`src/rtl/fm_radio_pkg.sv`:
```
// Package: fm_radio_pkg
// Purpose: constants, FSM state type and the dequantize helper shared by the
//          FM radio datapath blocks. The IIR de-emphasis filter uses all of them.
// Contents:
//   DATA_WIDTH    sample width, signed two's complement
//   QUANT_BITS    fixed-point fraction bits
//   iir_state_t   de-emphasis filter FSM states
//   dequantize()  divide a full-width product by 2**QUANT_BITS, truncating
//                 toward zero, and narrow the result to DATA_WIDTH
package fm_radio_pkg;

  localparam int DATA_WIDTH = 32;
  localparam int QUANT_BITS = 10;

  typedef enum logic [2:0] {
    S_IDLE  = 3'd0,
    S_MUL0  = 3'd1,
    S_MUL1  = 3'd2,
    S_MUL2  = 3'd3,
    S_WRITE = 3'd4
  } iir_state_t;

  // Added to negative products before the arithmetic shift so the shift
  // rounds toward zero instead of toward minus infinity.
  localparam logic signed [2*DATA_WIDTH-1:0] DQ_BIAS =
    (64'sd1 <<< QUANT_BITS) - 64'sd1;

  function automatic logic signed [DATA_WIDTH-1:0] dequantize(
    input logic signed [2*DATA_WIDTH-1:0] p
  );
    logic signed [2*DATA_WIDTH-1:0] biased;
    biased = p + (p[2*DATA_WIDTH-1] ? DQ_BIAS : '0);
    return DATA_WIDTH'(biased >>> QUANT_BITS);
  endfunction

endpackage

```
`src/rtl/iir_deemph_if.sv`:
```
// Interface: iir_deemph_if
// Purpose: FIFO-side signals of the de-emphasis filter. The input side is a
//          first-word-fall-through FIFO; the output side is a plain push port.
// Handshake: in_dout is valid whenever in_empty is low, and a word is consumed
//   on every rising edge where in_rd_en is high. A word is accepted on every
//   rising edge where out_wr_en is high; out_wr_en is only raised while
//   out_full is low. in_rd_en and out_wr_en are never high in the same cycle.
// Modports:
//   master  filter side (drives in_rd_en, out_wr_en, out_din)
//   slave   FIFO side   (drives in_empty, in_dout, out_full)
interface iir_deemph_if;
  import fm_radio_pkg::*;

  logic                  in_rd_en;
  logic                  in_empty;
  logic [DATA_WIDTH-1:0] in_dout;
  logic                  out_wr_en;
  logic                  out_full;
  logic [DATA_WIDTH-1:0] out_din;

  modport master (
    output in_rd_en,
    input  in_empty,
    input  in_dout,
    output out_wr_en,
    input  out_full,
    output out_din
  );

  modport slave (
    input  in_rd_en,
    output in_empty,
    output in_dout,
    input  out_wr_en,
    output out_full,
    input  out_din
  );

endinterface

```
`src/rtl/iir_deemph.sv`:
```
// Module: iir_deemph
// Purpose: first-order fixed-point IIR de-emphasis filter,
//   y[n] = DQ(B0*x[n]) + DQ(B1*x[n-1]) + DQ(A1*y[n-1]),
//   computed with one shared multiplier over three cycles per sample.
// Ports:
//   clock        single clock, rising edge
//   reset_n      asynchronous active-low reset
//   bus          iir_deemph_if.master: input FIFO pop, output FIFO push
//   o_dbg_state  current FSM state, for observation only
// Sums wrap modulo 2**DATA_WIDTH. History (x1, y1) only moves on the cycle the
// output word is pushed, so a stall or reset never leaves it half-updated.
module iir_deemph
  import fm_radio_pkg::*;
#(
  parameter logic signed [DATA_WIDTH-1:0] B0 = 178,
  parameter logic signed [DATA_WIDTH-1:0] B1 = 178,
  parameter logic signed [DATA_WIDTH-1:0] A1 = 666
) (
  input  logic         clock,
  input  logic         reset_n,
  iir_deemph_if.master bus,
  output iir_state_t   o_dbg_state
);

  iir_state_t r_state;
  iir_state_t w_next_state;

  logic signed [DATA_WIDTH-1:0]   r_x_cur;
  logic signed [DATA_WIDTH-1:0]   r_x1;
  logic signed [DATA_WIDTH-1:0]   r_y1;
  logic signed [DATA_WIDTH-1:0]   r_acc;
  logic signed [DATA_WIDTH-1:0]   r_out_din;

  logic                           w_rd;
  logic                           w_wr;
  logic signed [DATA_WIDTH-1:0]   w_mul_a;
  logic signed [DATA_WIDTH-1:0]   w_mul_b;
  logic signed [2*DATA_WIDTH-1:0] w_prod;
  logic signed [DATA_WIDTH-1:0]   w_dq;

  // State register
  always_ff @(posedge clock or negedge reset_n) begin
    if (!reset_n) begin
      r_state <= S_IDLE;
    end else begin
      r_state <= w_next_state;
    end
  end

  // Next state and handshake strobes
  always_comb begin
    w_next_state = r_state;
    w_rd         = 1'b0;
    w_wr         = 1'b0;
    case (r_state)
      S_IDLE: begin
        if (!bus.in_empty) begin
          w_rd         = 1'b1;
          w_next_state = S_MUL0;
        end
      end
      S_MUL0:  w_next_state = S_MUL1;
      S_MUL1:  w_next_state = S_MUL2;
      S_MUL2:  w_next_state = S_WRITE;
      S_WRITE: begin
        if (!bus.out_full) begin
          w_wr         = 1'b1;
          w_next_state = S_IDLE;
        end
      end
      default: w_next_state = S_IDLE;
    endcase
  end

  // Strobes are forced low while reset is held, since the idle state alone
  // would otherwise pop a non-empty FIFO during reset.
  assign bus.in_rd_en  = reset_n & w_rd;
  assign bus.out_wr_en = reset_n & w_wr;
  assign bus.out_din   = r_out_din;
  assign o_dbg_state   = r_state;

  // Shared multiplier operand select
  always_comb begin
    w_mul_a = '0;
    w_mul_b = '0;
    case (r_state)
      S_MUL0: begin
        w_mul_a = B0;
        w_mul_b = r_x_cur;
      end
      S_MUL1: begin
        w_mul_a = B1;
        w_mul_b = r_x1;
      end
      S_MUL2: begin
        w_mul_a = A1;
        w_mul_b = r_y1;
      end
      default: begin
        w_mul_a = '0;
        w_mul_b = '0;
      end
    endcase
  end

  // Operands are sign-extended to the full product width so the low
  // 2*DATA_WIDTH bits of the product are the exact signed result.
  assign w_prod = {{DATA_WIDTH{w_mul_a[DATA_WIDTH-1]}}, w_mul_a} *
                  {{DATA_WIDTH{w_mul_b[DATA_WIDTH-1]}}, w_mul_b};
  assign w_dq   = dequantize(w_prod);

  // Datapath registers
  always_ff @(posedge clock or negedge reset_n) begin
    if (!reset_n) begin
      r_x_cur   <= '0;
      r_x1      <= '0;
      r_y1      <= '0;
      r_acc     <= '0;
      r_out_din <= '0;
    end else begin
      case (r_state)
        S_IDLE: begin
          if (w_rd) begin
            r_x_cur <= bus.in_dout;
            r_acc   <= '0;
          end
        end
        S_MUL0:  r_acc     <= r_acc + w_dq;
        S_MUL1:  r_acc     <= r_acc + w_dq;
        S_MUL2:  r_out_din <= r_acc + w_dq;
        S_WRITE: begin
          if (w_wr) begin
            r_x1 <= r_x_cur;
            r_y1 <= r_out_din;
          end
        end
        default: r_acc <= '0;
      endcase
    end
  end

endmodule

```
`src/flat_wrapper.sv`:
```
// flat-port wrapper written by rule: the top's interface ports become plain ports
module iir_deemph_flat import fm_radio_pkg::*;
#(
  parameter logic signed [DATA_WIDTH-1:0] B0 = 178,
  parameter logic signed [DATA_WIDTH-1:0] B1 = 178,
  parameter logic signed [DATA_WIDTH-1:0] A1 = 666
)
  (clock, reset_n, o_dbg_state, bus_in_rd_en, bus_in_empty, bus_in_dout, bus_out_wr_en, bus_out_full, bus_out_din);
  iir_deemph_if bus_i ();
  input  logic clock;
  input  logic reset_n;
  output iir_state_t o_dbg_state;
  output wire logic [$bits(bus_i.in_rd_en)-1:0] bus_in_rd_en;
  input wire logic [$bits(bus_i.in_empty)-1:0] bus_in_empty;
  input wire logic [$bits(bus_i.in_dout)-1:0] bus_in_dout;
  output wire logic [$bits(bus_i.out_wr_en)-1:0] bus_out_wr_en;
  input wire logic [$bits(bus_i.out_full)-1:0] bus_out_full;
  output wire logic [$bits(bus_i.out_din)-1:0] bus_out_din;
  assign bus_in_rd_en = bus_i.in_rd_en;
  assign bus_i.in_empty = bus_in_empty;
  assign bus_i.in_dout = bus_in_dout;
  assign bus_out_wr_en = bus_i.out_wr_en;
  assign bus_i.out_full = bus_out_full;
  assign bus_out_din = bus_i.out_din;
  iir_deemph #(.B0(B0), .B1(B1), .A1(A1)) u_core (.clock(clock), .reset_n(reset_n), .bus(bus_i), .o_dbg_state(o_dbg_state));
endmodule
```
`config.mk`:
```
export PLATFORM = sky130hd
export DESIGN_NAME = iir_deemph_flat
export DESIGN_NICKNAME = d
export VERILOG_FILES = /design/src/rtl/fm_radio_pkg.sv /design/src/rtl/iir_deemph_if.sv /design/src/rtl/iir_deemph.sv /design/src/flat_wrapper.sv
export SDC_FILE = /design/constraint.sdc
export NUM_CORES = 1
export LEC_CHECK = 0
export ABC_CLOCK_PERIOD_IN_PS = 15750
export BUFFER_PORTS_ARGS = -buffer_cell sky130_fd_sc_hd__clkbuf_2
export CAP_MARGIN = 5
export CORE_AREA = 2 2 219 221
export DETAILED_ROUTE_END_ITERATION = 16
export DIE_AREA = 0 0 221 223
export PLACE_DENSITY_LB_ADDON = 0.08
export SYNTH_ARGS = -nofsm -noshare
export SYNTH_HDL_FRONTEND = slang
export SYNTH_SLANG_ARGS = --single-unit
```
`constraint.sdc`:
```
create_clock -name clock -period 15.75 [get_ports clock]
set_clock_uncertainty 0.05 [all_clocks]
set_input_delay 0 -clock clock [delete_from_list [all_inputs] [get_ports clock]]
set_output_delay 0 -clock clock [all_outputs]
set_load 0.02 [all_outputs]
```
[Word-level counts from Yosys, hierarchy flattened]
Index checks and enable logic that the tools add are counted.
Storage, ports and cells
  register bits: 163
  latch bits: 0
  RAM bits: 0
  memory bits (read-only): 0
  input port bits: 36
  output and inout port bits: 37
  logic and storage cells: 38
  memories: 0
Cells by class
  add/sub/neg operators: 2
  multiply operators: 1
  div/mod/pow operators: 0
  $lt $le $gt $ge: 0
  equal/unequal tests: 7
  shift operators: 0
  muxes and demuxes: 12
  bitwise operators: 3
  reduce and logical (&&, ||, !) cells: 7
Operators by type and width (number)
  $pmux W32 S3: 2
  $mul A11 B32 Y43: 1
  $add A42 B42 Y42: 1
  $add A32 B32 Y32: 1
  $mux W32: 1
  $pmux W10 S2: 1
  $pmux W3 S5: 1
  $mux W10: 1
  $reduce_and A2 Y1: 4
  $eq A3 B2 Y1 const B: 2
  $mux W3: 2
  $mux W1: 4
  $ne A2 B2 Y1 const B: 2
  $reduce_or A2 Y1: 2
  $eq A3 B1 Y1 const B: 1
  $eq A3 B3 Y1 const B: 1
  $logic_not A3 Y1: 1
  $and A1 B1 Y1: 2
  $ne A2 B1 Y1 const B: 1
  $not A1 Y1: 1

[Depth between registers and ports, before layout]
  depth in word-level cells: 8
  gate-level depth with buffers: 51
  mapped depth without buffers: 45

[Worst setup path after synthesis]
No wires, ideal clock.
  path kind: flip-flop to flip-flop
  start: register u_core.r_state[1] (netlist: u_core.o_dbg_state[1])
  end: register u_core.r_out_din[25] (netlist: u_core.bus.out_din[25])
  setup time: 0.134 ns
  arrival: 10.042 ns
  data required time: 15.566 ns
  setup slack: 5.524 ns
  cell stages (with the launch flop): 47
  period minus slack after synthesis: 10.226 ns
  path through: dfrtp_1 > clkbuf_1 > inv_1 > nor3_1 > clkbuf_1 > buf_1 > nand2_1 > nand3_1 > ha_1 > inv_1 > fa_1 > inv_1 > fa_1 > fa_1 > inv_1 > fa_1 > inv_1 > ha_1 > (+11 left out) > a21oi_1 > o31ai_1 > o211ai_1 > or2_1 > or3_1 > xor2_1 > ha_1 > clkbuf_1 > a21oi_1 > o221ai_1 > nor2b_1 > a21oi_1 > or3_1 > o21ai_0 > o21bai_1 > a21oi_1 > xor2_1 > o21ai_0
On the way
  longest elaborated chain between the ends: 7
  elaborated cells between the ends (all ways): 10
  those cells by class: 2 x add/sub; 1 x mul; 3 x eq/ne; 3 x mux; 1 x reduce/logical
RTL lines
  start, declared: RTL line iir_deemph.sv:25  | iir_state_t r_state;
  start signal, assigned: RTL line iir_deemph.sv:46  | r_state <= w_next_state;
  $eq A3 B1 Y1 or $eq A3 B2 Y1 (tied branches): RTL line iir_deemph.sv:86  | case (r_state)
  $reduce_or A2 Y1 (no line)
  $pmux W10 S2: RTL line iir_deemph.sv:86
  $mul A11 B32 Y43: RTL line iir_deemph.sv:108  | assign w_prod = {{DATA_WIDTH{w_mul_a[DATA_WIDTH-1]}}, w_mul_a} *
  $mux W10: RTL line fm_radio_pkg.sv:32  | biased = p + (p[2*DATA_WIDTH-1] ? DQ_BIAS : '0);
  $add A42 B42 Y42: RTL line fm_radio_pkg.sv:32
  $add A32 B32 Y32: RTL line iir_deemph.sv:130  | S_MUL2: r_out_din <= r_acc + w_dq;
  end signal, assigned: RTL line iir_deemph.sv:130
  end, declared: RTL line iir_deemph.sv:32  | logic signed [DATA_WIDTH-1:0] r_out_din;
Parallel ways exist; a longest one is shown, timed or not.
A chain may end at the register's enable or synchronous reset.

[Worst setup path after layout]
  start: register u_core.r_state[1] (netlist: u_core.o_dbg_state[1])
  end: register u_core.r_acc[30]
On the way
  longest elaborated chain between the ends: 8
  elaborated cells between the ends (all ways): 18
  those cells by class: 2 x add/sub; 1 x mul; 5 x eq/ne; 5 x mux; 1 x bitwise; 4 x reduce/logical
RTL lines
  $eq A3 B1 Y1 or $eq A3 B2 Y1 (tied branches): RTL line iir_deemph.sv:86, iir_deemph.sv:121
  $reduce_or A2 Y1 (no line)
  $pmux W10 S2: RTL line iir_deemph.sv:86
  $mul A11 B32 Y43: RTL line iir_deemph.sv:108
  $mux W10: RTL line fm_radio_pkg.sv:32
  $add A42 B42 Y42: RTL line fm_radio_pkg.sv:32
  $add A32 B32 Y32: RTL line iir_deemph.sv:128, iir_deemph.sv:129
  $pmux W32 S3: RTL line iir_deemph.sv:121  | case (r_state)
  end signal, assigned: RTL line iir_deemph.sv:128  | S_MUL0: r_acc <= r_acc + w_dq;
  end signal, assigned: RTL line iir_deemph.sv:129  | S_MUL1: r_acc <= r_acc + w_dq;
  end, declared: RTL line iir_deemph.sv:31  | logic signed [DATA_WIDTH-1:0] r_acc;
Parallel ways exist; a longest one is shown, timed or not.

==> impl_metrics.tcl <==
set metrics [dict create \
    crit_path_end_kind "register" \
    dieWidth_um 221 \
    htree_levels 4 \
    ant_nets 0 \
    synth_top_cells_by_area "dfrtp_1 (24%), ha_1 (16%), fa_1 (16%)" \
    gp_congestion 0.837 \
    wl_um 45000 \
    worst_path_max_delay_cell "fa_1" \
    critPathMaxStageDelay_ps 550 \
    route.detailed.drc 0 \
    rsz0062_at_grt "no" \
    setup_violations 0 \
    finalNetCount 2343 \
    rows 80 \
    io_pins 73 \
    antenna_found_initial 0 \
    crit_type "reg -> reg" \
    grt_max_degree 66 \
    syn-cell-area_sq_um 17200 \
    final_max_slew_viol_count 0 \
    cts_root_buf "clkbuf_16" \
    synthesis.nets 2254 \
    core_sq_um 47100 \
    arrival_ps 11820 \
    reg2regPathDepth 43 \
    synth_seq_area_share_pct 23.7 \
    holdPathStages 3 \
    synth-seq-cells 163 \
    finalCriticalPeriod_ps 11530 \
    required_ps 16040 \
    setup_tns_ps 0 \
    die_y_um 223 \
    ff2ff_setup_slack_ps 4220 \
    vias 12700 \
    max_slew_margin_pct 35.7 \
    dr.pass1.iters 5 \
    hp-class "in -> reg" \
    cts.sinks 163 \
    port_buffers 72 \
    clock_path_buffers 2 \
    syn_avg_cell_area_sq_um 9.25 \
    finalHoldViolCount 0 \
    grtUsageTotal_pct 19.3 \
    fmax_mhz 86.7 \
    grt_pass1_wl_um 73900 \
    synth_top_area_share_pct 23.7 \
    clk-insertion-delay-late_ps 490 \
    syn_inst 1862 \
    finalCritPeriodShare_pct 73.2 \
    drt_iter0_drc 565 \
    yosysWarnings 0 \
    synth_cell_types 75 \
    holdWs_ps 239 \
    critPathLaunchType "register" \
    dpl.hpwl_um 36900 \
    grt_pass1_vias 13100 \
    crit_fanout 32 \
    dieArea_sq_um 49300 \
    async_reset_ff_share_pct 100 \
    clkTransAtPathRegs_ps 70 \
    postCtsSetupBuffers 0 \
    cap_violations 0 \
    synth_edf_count 0 \
    worst_pin_slew_ps 964 \
    start_util_pct 36.5 \
    ys.flop_type "dfrtp_1" \
    yosysTopAreaCell "dfrtp_1" \
    status "complete, no violations" \
    cts_tree "done" \
    avgViaCountPerCell 4.94 \
    overflow 0 \
    syn2layout_area_growth_pct 11.3 \
    drt-wirelength-per-cell_um 17.4 \
    numCtsBuffers 17 \
    drive_above_1_share_pct 12.6 \
]
-- worst max-delay path, delay by kind of cell, from the launching register on --
family | cells | cell delay [ps]
buffers and inverters | 6 | 810
XOR/XNOR | 2 | 350
AO/OA/AOI/OAI | 17 | 3990
adder cells (fa/ha/maj) | 8 | 3500
flip-flops | 1 | 530
AND/OR/NAND/NOR | 10 | 2090
-- routing by layer --
layer	share of wire, %	wire length [um]	global-route usage, %	vias to the layer above
met5	0	0	0	-
met4	1.2	522	4.50	0
met3	2.4	1070	2.74	25
met2	43	19500	28.5	143
met1	53	23900	29.4	6242
li1	-	-	-	6328
-- cells in the final DEF, fill, tap and decap left out, types with 66 or more instances in the layout --
master,n
nor2_1,67
ha_1,220
clkbuf_2,71
mux2_2,101
nand2_1,158
inv_1,375
o21ai_0,97
fa_1,136
dfrtp_1,163
a21oi_1,66
-- cells by family (layout without fill, tap and decap cells) --
logic type	after synthesis	after routing	share of synthesized area, %
buf+inv	424	525	9.30
other cells	0	1	0
fa+ha+maj	356	356	31.8
mux	102	102	6.66
compound gates	322	322	12.4
flops	163	163	23.7
xor+xnor	91	91	4.67
simple gates	404	404	11.5
-- worst paths after layout --
path / from / endpoint
min in group asynchronous: reset_n / u_core.r_y1[21]
setup / recovery: u_core.o_dbg_state[1] / u_core.r_acc[30]
max in group asynchronous: reset_n / u_core.r_x1[7]
setup reg to reg: u_core.o_dbg_state[1] / u_core.r_acc[30]
hold reg to reg: u_core.r_acc[2] / u_core.r_acc[2]
hold / removal: bus_in_dout[5] / u_core.r_x_cur[5]
-- state kept, by name, summed over array words and instances, names as in the netlist --
register            cells
u_core.r_x_cur         32
u_core.o_dbg_state      3
u_core.r_x1            32
u_core.bus.out_din     32
u_core.r_acc           32
u_core.r_y1            32
-- metrics by stage --
step | setup slack, ps | instances | area, sq um | util [%]
6_report | 4220 | 2579 | 19200 | 40.7
5_1_grt | 3070 | 2578 | 19200 | 40.7
4_1_cts | 4260 | 2578 | 19200 | 40.7
3_5_place_dp | 4310 | 2510 | 18300 | 38.8
3_3_place_gp | 4630 | 2510 | 18300 | 38.8
2_1_floorplan | 5520 | 1862 | 17200 | -
-- cell usage after synthesis (all sizes together) (18+ instances only) --
cell,n
xnor2,47
nand3,37
a21oi,67
mux2,101
a21o,32
xor2,44
ha,220
inv,375
nor2,69
nand2,158
fa,136
nor3,18
a22o,23
dfrtp,163
and2,37
o21ai,103
clkbuf,44
-- cell type report --
class                   instances  area (sq um)
fillers                      4779         28000
multi-input cells            1275         11600
flip-flops and latches        163          4080
inverters                     375          1410
repair buffers                119           812
well taps                     615           769
clock buffers                  21           450
clock inverters                10          78.8
diodes                          1          2.50
-- repair_timing --
item | CTS | global route
endpoints found under the setup margin | 0 | 0
gates resized for setup | 0 | 0
hold buffers | 37 | 0
endpoints found under the hold margin | 93 | 0
Power is not shown: default switching activity piles up to over one toggle a cycle in this logic, so the estimate is an artifact.
